===== src/rtl/cl_serial.sv =====
// Bit-serial 3-bit-select logic cell: evaluates one of eight bitwise ops SLICE bits per clock.
// Define CL_STATUS_EN to add the registered out_zero / out_parity status outputs.
module cl_serial #(
  parameter int WIDTH = 8,
  parameter int SLICE = 2
) (
  input  logic             clk,
  input  logic             reset_n,
  input  logic             in_valid,
  output logic             in_ready,
  input  logic [WIDTH-1:0] in_a,
  input  logic [WIDTH-1:0] in_b,
  input  logic [2:0]       in_s,
  output logic             out_valid,
  input  logic             out_ready,
  output logic [WIDTH-1:0] out_y
`ifdef CL_STATUS_EN
  ,
  output logic             out_zero,
  output logic             out_parity
`endif
);

  localparam int N  = WIDTH / SLICE;
  localparam int CW = (N > 1) ? $clog2(N) : 1;

  generate
    if ((SLICE < 1) || (WIDTH % SLICE != 0)) begin : g_bad_param
      $error("cl_serial: SLICE must be positive and divide WIDTH exactly");
    end
  endgenerate

  typedef enum logic [1:0] {IDLE, BUSY, DONE} state_t;

  state_t            state_q, state_d;
  logic [WIDTH-1:0]  a_q, a_d;
  logic [WIDTH-1:0]  b_q, b_d;
  logic [2:0]        op_q, op_d;
  logic [WIDTH-1:0]  acc_q, acc_d;
  logic [CW-1:0]     cnt_q, cnt_d;
  logic [WIDTH-1:0]  y_q, y_d;
  logic [SLICE-1:0]  slice;
`ifdef CL_STATUS_EN
  logic              zero_q, zero_d;
  logic              parity_q, parity_d;
`endif

  function automatic logic [SLICE-1:0] applyOp(input logic [2:0] op,
                                               input logic [SLICE-1:0] a,
                                               input logic [SLICE-1:0] b);
    case (op)
      3'b000:  return a & b;
      3'b001:  return a | b;
      3'b010:  return a ^ b;
      3'b011:  return ~a;
      3'b100:  return ~(a & b);
      3'b101:  return ~(a | b);
      3'b110:  return ~(a ^ b);
      default: return b;
    endcase
  endfunction

  always_ff @(posedge clk) begin
    if (!reset_n) begin
      state_q  <= IDLE;
      a_q      <= '0;
      b_q      <= '0;
      op_q     <= '0;
      acc_q    <= '0;
      cnt_q    <= '0;
      y_q      <= '0;
`ifdef CL_STATUS_EN
      zero_q   <= 1'b0;
      parity_q <= 1'b0;
`endif
    end else begin
      state_q  <= state_d;
      a_q      <= a_d;
      b_q      <= b_d;
      op_q     <= op_d;
      acc_q    <= acc_d;
      cnt_q    <= cnt_d;
      y_q      <= y_d;
`ifdef CL_STATUS_EN
      zero_q   <= zero_d;
      parity_q <= parity_d;
`endif
    end
  end

  // Result slices enter from the MSB side, so after N shifts the LSB slice sits at the bottom.
  always_comb begin
    state_d   = state_q;
    a_d       = a_q;
    b_d       = b_q;
    op_d      = op_q;
    acc_d     = acc_q;
    cnt_d     = cnt_q;
    y_d       = y_q;
    slice     = '0;
    in_ready  = 1'b0;
    out_valid = 1'b0;
`ifdef CL_STATUS_EN
    zero_d    = zero_q;
    parity_d  = parity_q;
`endif
    case (state_q)
      IDLE: begin
        in_ready = 1'b1;
        if (in_valid) begin
          a_d     = in_a;
          b_d     = in_b;
          op_d    = in_s;
          cnt_d   = '0;
          state_d = BUSY;
        end
      end
      BUSY: begin
        slice                  = applyOp(op_q, a_q[SLICE-1:0], b_q[SLICE-1:0]);
        acc_d                  = acc_q >> SLICE;
        acc_d[WIDTH-1 -: SLICE] = slice;
        a_d                    = a_q >> SLICE;
        b_d                    = b_q >> SLICE;
        cnt_d                  = cnt_q + 1'b1;
        if (cnt_q == CW'(N - 1)) begin
          y_d      = acc_d;
`ifdef CL_STATUS_EN
          zero_d   = (acc_d == '0);
          parity_d = ^acc_d;
`endif
          state_d  = DONE;
        end
      end
      DONE: begin
        out_valid = 1'b1;
        if (out_ready) begin
          state_d = IDLE;
        end
      end
      default: state_d = IDLE;
    endcase
  end

  assign out_y = y_q;
`ifdef CL_STATUS_EN
  assign out_zero   = zero_q;
  assign out_parity = parity_q;
`endif

endmodule


===== config.mk =====
export PLATFORM = sky130hd
export DESIGN_NAME = cl_serial
export DESIGN_NICKNAME = d
export VERILOG_FILES = /design/src/rtl/cl_serial.sv
export SDC_FILE = /design/constraint.sdc
export NUM_CORES = 1
export LEC_CHECK = 0
export ABC_AREA = 1
export BUFFER_PORTS_ARGS = -buffer_cell sky130_fd_sc_hd__buf_2
export CAP_MARGIN = 20
export CORE_MARGIN = 2
export CORE_UTILIZATION = 45
export CTS_BUF_LIST = sky130_fd_sc_hd__clkbuf_2
export CTS_CLUSTER_SIZE = 40
export DETAILED_ROUTE_END_ITERATION = 7
export PLACE_DENSITY = 0.7
export SETUP_SLACK_MARGIN = 0.05
export SYNTH_ARGS = -nofsm -noshare
export SYNTH_HDL_FRONTEND = slang
export SYNTH_SLANG_ARGS = --single-unit

===== constraint.sdc =====
create_clock -name clk -period 1.3 [get_ports clk]
set_clock_uncertainty 0.1 [all_clocks]
set_input_delay 0.325 -clock clk [delete_from_list [all_inputs] [get_ports clk]]
set_output_delay 0.325 -clock clk [all_outputs]
set_load 0.01 [all_outputs]

==> impl_metrics.csv <==
group,metric,value,unit
timing,timing.hold.ws,43.0,ps
worst_setup_path,crit_chain,"inv_2 -> nor2_4 -> buf_6",
synth,yosys_warnings,0,
worst_setup_path,crit_buf_inv,2,
cts,hold_buffers,0,
worst_setup_path,path_max_fanout,2,
synth,synth_seq_cells,37,
cts,h-tree-depth,2,
grt,grt_start_max_net_pins,27,
timing,fmax,674,MHz
run_status,outcome,"finished with violations",
layout,finalNetCount,307,
placed_design,portBuffers,32,
layout,filler_cell_count,317,
grt,overflow,0,
synth,synth-main-ff-cell,"dfxtp_1",
placed_design,dpl_worst_slack,-83.3,ps
min_path,worstHoldPathCells,3,
worst_setup_path,crit_family,"flip-flops",
detailed_routing,wl_per_cell,12.5,µm
worst_setup_path,critical-path-max-stage-delay,400,ps
synth,synth_area_leaders,"dfxtp_1 44%, nand2_1 11%, nor2_1 8.3%",
timing,setup_viol,33,
cts,clk_pin_slew_worst_paths,190,ps
min_path,worstHoldStart,"in_a[6]",
layout,multiInputGateArea,987,µm²
synth,synth.distinct_cells,22,
synth,netlist_area,1670,µm²
worst_setup_path,r2r_cells,8,
worst_setup_path,reg2reg_slack,-110,ps
synth,synthCells,226,
worst_setup_path,critPathLaunchType,"flip-flop",
cts,clk_path_buf_depth,2,
timing,rsz0062_at_grt,"yes",
cts,clock_latency,400,ps
layout,fin_util,66.7,%
grt,track_usage,17.9,%
timing,period_share,114,%
worst_setup_path,required,880,ps
pwr,max-vdd-ir-drop,804,µV
flow_run,maxCapViolations,0,
synth,yosysTopAreaCell,"dfxtp_1",
worst_setup_path,r2r_start,"state_q[1]",
synth,synth-async-reset-ratio,0,%
min_path,worstHoldPathType,"in -> reg",
synth,synth.avg_cell_area,7.39,µm²
die,dieArea,4210,µm²
synth,synth_nets,254,
grt,antenna_found_initial,0,
detailed_routing,drtIter0Drc,107,
timing,final_max_slew_viol_count,0,
pwr,total_power,2.58,mW
cts,cts_root_buf,"clkbuf_2",
placed_design,place_congestion,0.847,
worst_setup_path,critPathKind,"reg -> out",
die,die_x,64.9,µm
worst_setup_path,cpMaxStageDelayCell,"dfxtp_2",
synth,yosysMostFrequentCell,"nand2_1",
cts,cts-buffers-inserted,5,
die,rows,22,
detailed_routing,firstDrtPassIters,4,
timing,period_needed,1480,ps
run_status,violations,"negative setup slack",
worst_setup_path,crit_path_end_kind,"output port",
grt,grt_pass1_vias,1388,
die,ios,33,
detailed_routing,vias,1658,
synth,synth_top_area_share,44.4,%
detailed_routing,wl,4100,µm
die,die_h,64.9,µm
detailed_routing,antenna_left,0,
placed_design,hpwl,2350,µm
synth,synth_seq_area_share,44.4,%
timing,tightest_slew,299,ps
min_path,hold_end,"a_q[6]",
layout,final-seq-area,761,µm²
die,initial_utilization,46.3,%
layout,antenna_cells,0,
timing,hold_viol,0,
detailed_routing,vias_per_cell,5.05,
pwr,p_leak,1.05,nW
die,placeableCoreArea,3610,µm²
timing,setup_slack,-183,ps
pwr,power-per-cell-area,1070,nW/µm²
synth,synth_top_cells_by_count,"47 x nand2_1, 37 x dfxtp_1, 37 x nor2_1",
synth,synth_enable_flop_cells,0,
placed_design,dp_cells,308,
detailed_routing,drcViolationCount,0,
layout,syn_to_final_growth,44.0,%
layout,final_cells,328,
worst_setup_path,arrival,1060,ps
layout,drive_above_1_share,42.5,%
timing,relSlewSlack,80.0,%
worst_setup_path,reg2reg_to,"out_y[6]",
grt,grt_pass1_wl,5910,µm
cts,cts_tree,"built",
cts,cts.sinks,37,
==> area by class of cell <==
class,count,share of cell area (%)
Multi-Input combinational cell,163,41.1
Sequential cell,37,31.7
Timing Repair Buffer,51,17.5
Inverter,19,3.59
Tap cell,48,2.50
Clock inverter,2,1.41
Clock buffer,6,1.25
Timing Repair inverter,2,1.04
==> layout by cell type, fill, tap and decap left out, types with 6 or more instances in the layout <==
| cell | n |
|---|---|
| nand4_1 | 6 |
| nand2_1 | 42 |
| inv_1 | 7 |
| a21oi_1 | 6 |
| o21ai_1 | 21 |
| dfxtp_2 | 13 |
| buf_4 | 11 |
| inv_2 | 9 |
| buf_2 | 22 |
| buf_6 | 14 |
| dfxtp_1 | 23 |
| nor2_1 | 31 |
| clkbuf_2 | 6 |
| a31oi_1 | 11 |
==> how the worst max path moves through the flow <==
| stage | slack, ps | depth (start not counted) | from | endpoint |
|---|---|---|---|---|
| 2_1_floorplan | 10 | 8 | b_q[0] | out_y[6] |
| 3_3_place_gp | -80 | 9 | a_q[1] | out_y[7] |
| 3_5_place_dp | -80 | 9 | a_q[0] | acc_q[6] |
| 4_1_cts | -210 | 3 | state_q[1] | out_valid |
| 5_1_grt | -240 | 3 | state_q[1] | out_valid |
| 6_report | -180 | 3 | state_q[1] | out_valid |
==> cell families after synthesis <==
| group | count (synthesis) | synth area share (%) |
|---|---|---|
| AND/OR/NAND/NOR | 103 | 26.4 |
| buffers and inverters | 28 | 8.69 |
| AO/OA/AOI/OAI | 53 | 16.8 |
| adder cells (fa/ha/maj) | 5 | 3.75 |
| flip-flops | 37 | 44.4 |
==> metrics by stage <==
stage	TNS, ps	area (µm²)
global route	-4790	2400
detailed placement	-263	1930
floorplan	0	1670
CTS	-3180	2130
global placement	-215	1930
finish	-2290	2400
==> timing repair <==
| action | CTS | global route |
|---|---|---|
| gates resized for setup | 33 | 64 |
| hold endpoints to repair | 0 | 0 |
| setup endpoints to repair | 38 | 47 |
| setup buffers | 1 | 7 |
| gates cloned | 1 | 3 |
| pin swaps | 4 | 9 |
==> state kept, by name, indices dropped and copies added, names as in the netlist <==
signal	cells
state_q	2
out_y	8
op_q	3
cnt_q	2
b_q	8
a_q	8
acc_q	6
==> worst min-delay path, cell delays in order <==
cell	delay, ps
buf_2	90
nand2_1	50
a21oi_1	50
==> power by group <==
part / leakage [nW] / internal (mW) / total (mW) / switching, mW
clock: 0.0406 / 0.328 / 0.712 / 0.384
combinational: 0.702 / 0.252 / 0.576 / 0.324
sequential: 0.310 / 1.22 / 1.29 / 0.0694
total: 1.05 / 1.80 / 2.58 / 0.778
==> metal layers <==
layer / wire length, µm / part of all wire [%] / vias to the layer above / track usage (%)
met5: 0 / 0 / - / 0
met4: 48 / 1.2 / 0 / 6.38
met3: 140 / 3.4 / 7 / 4.69
met2: 2100 / 51 / 30 / 30.3
met1: 1810 / 44 / 762 / 21.7
li1: - / - / 859 / -
No activity file was read; power rests on OpenSTA's default activity.
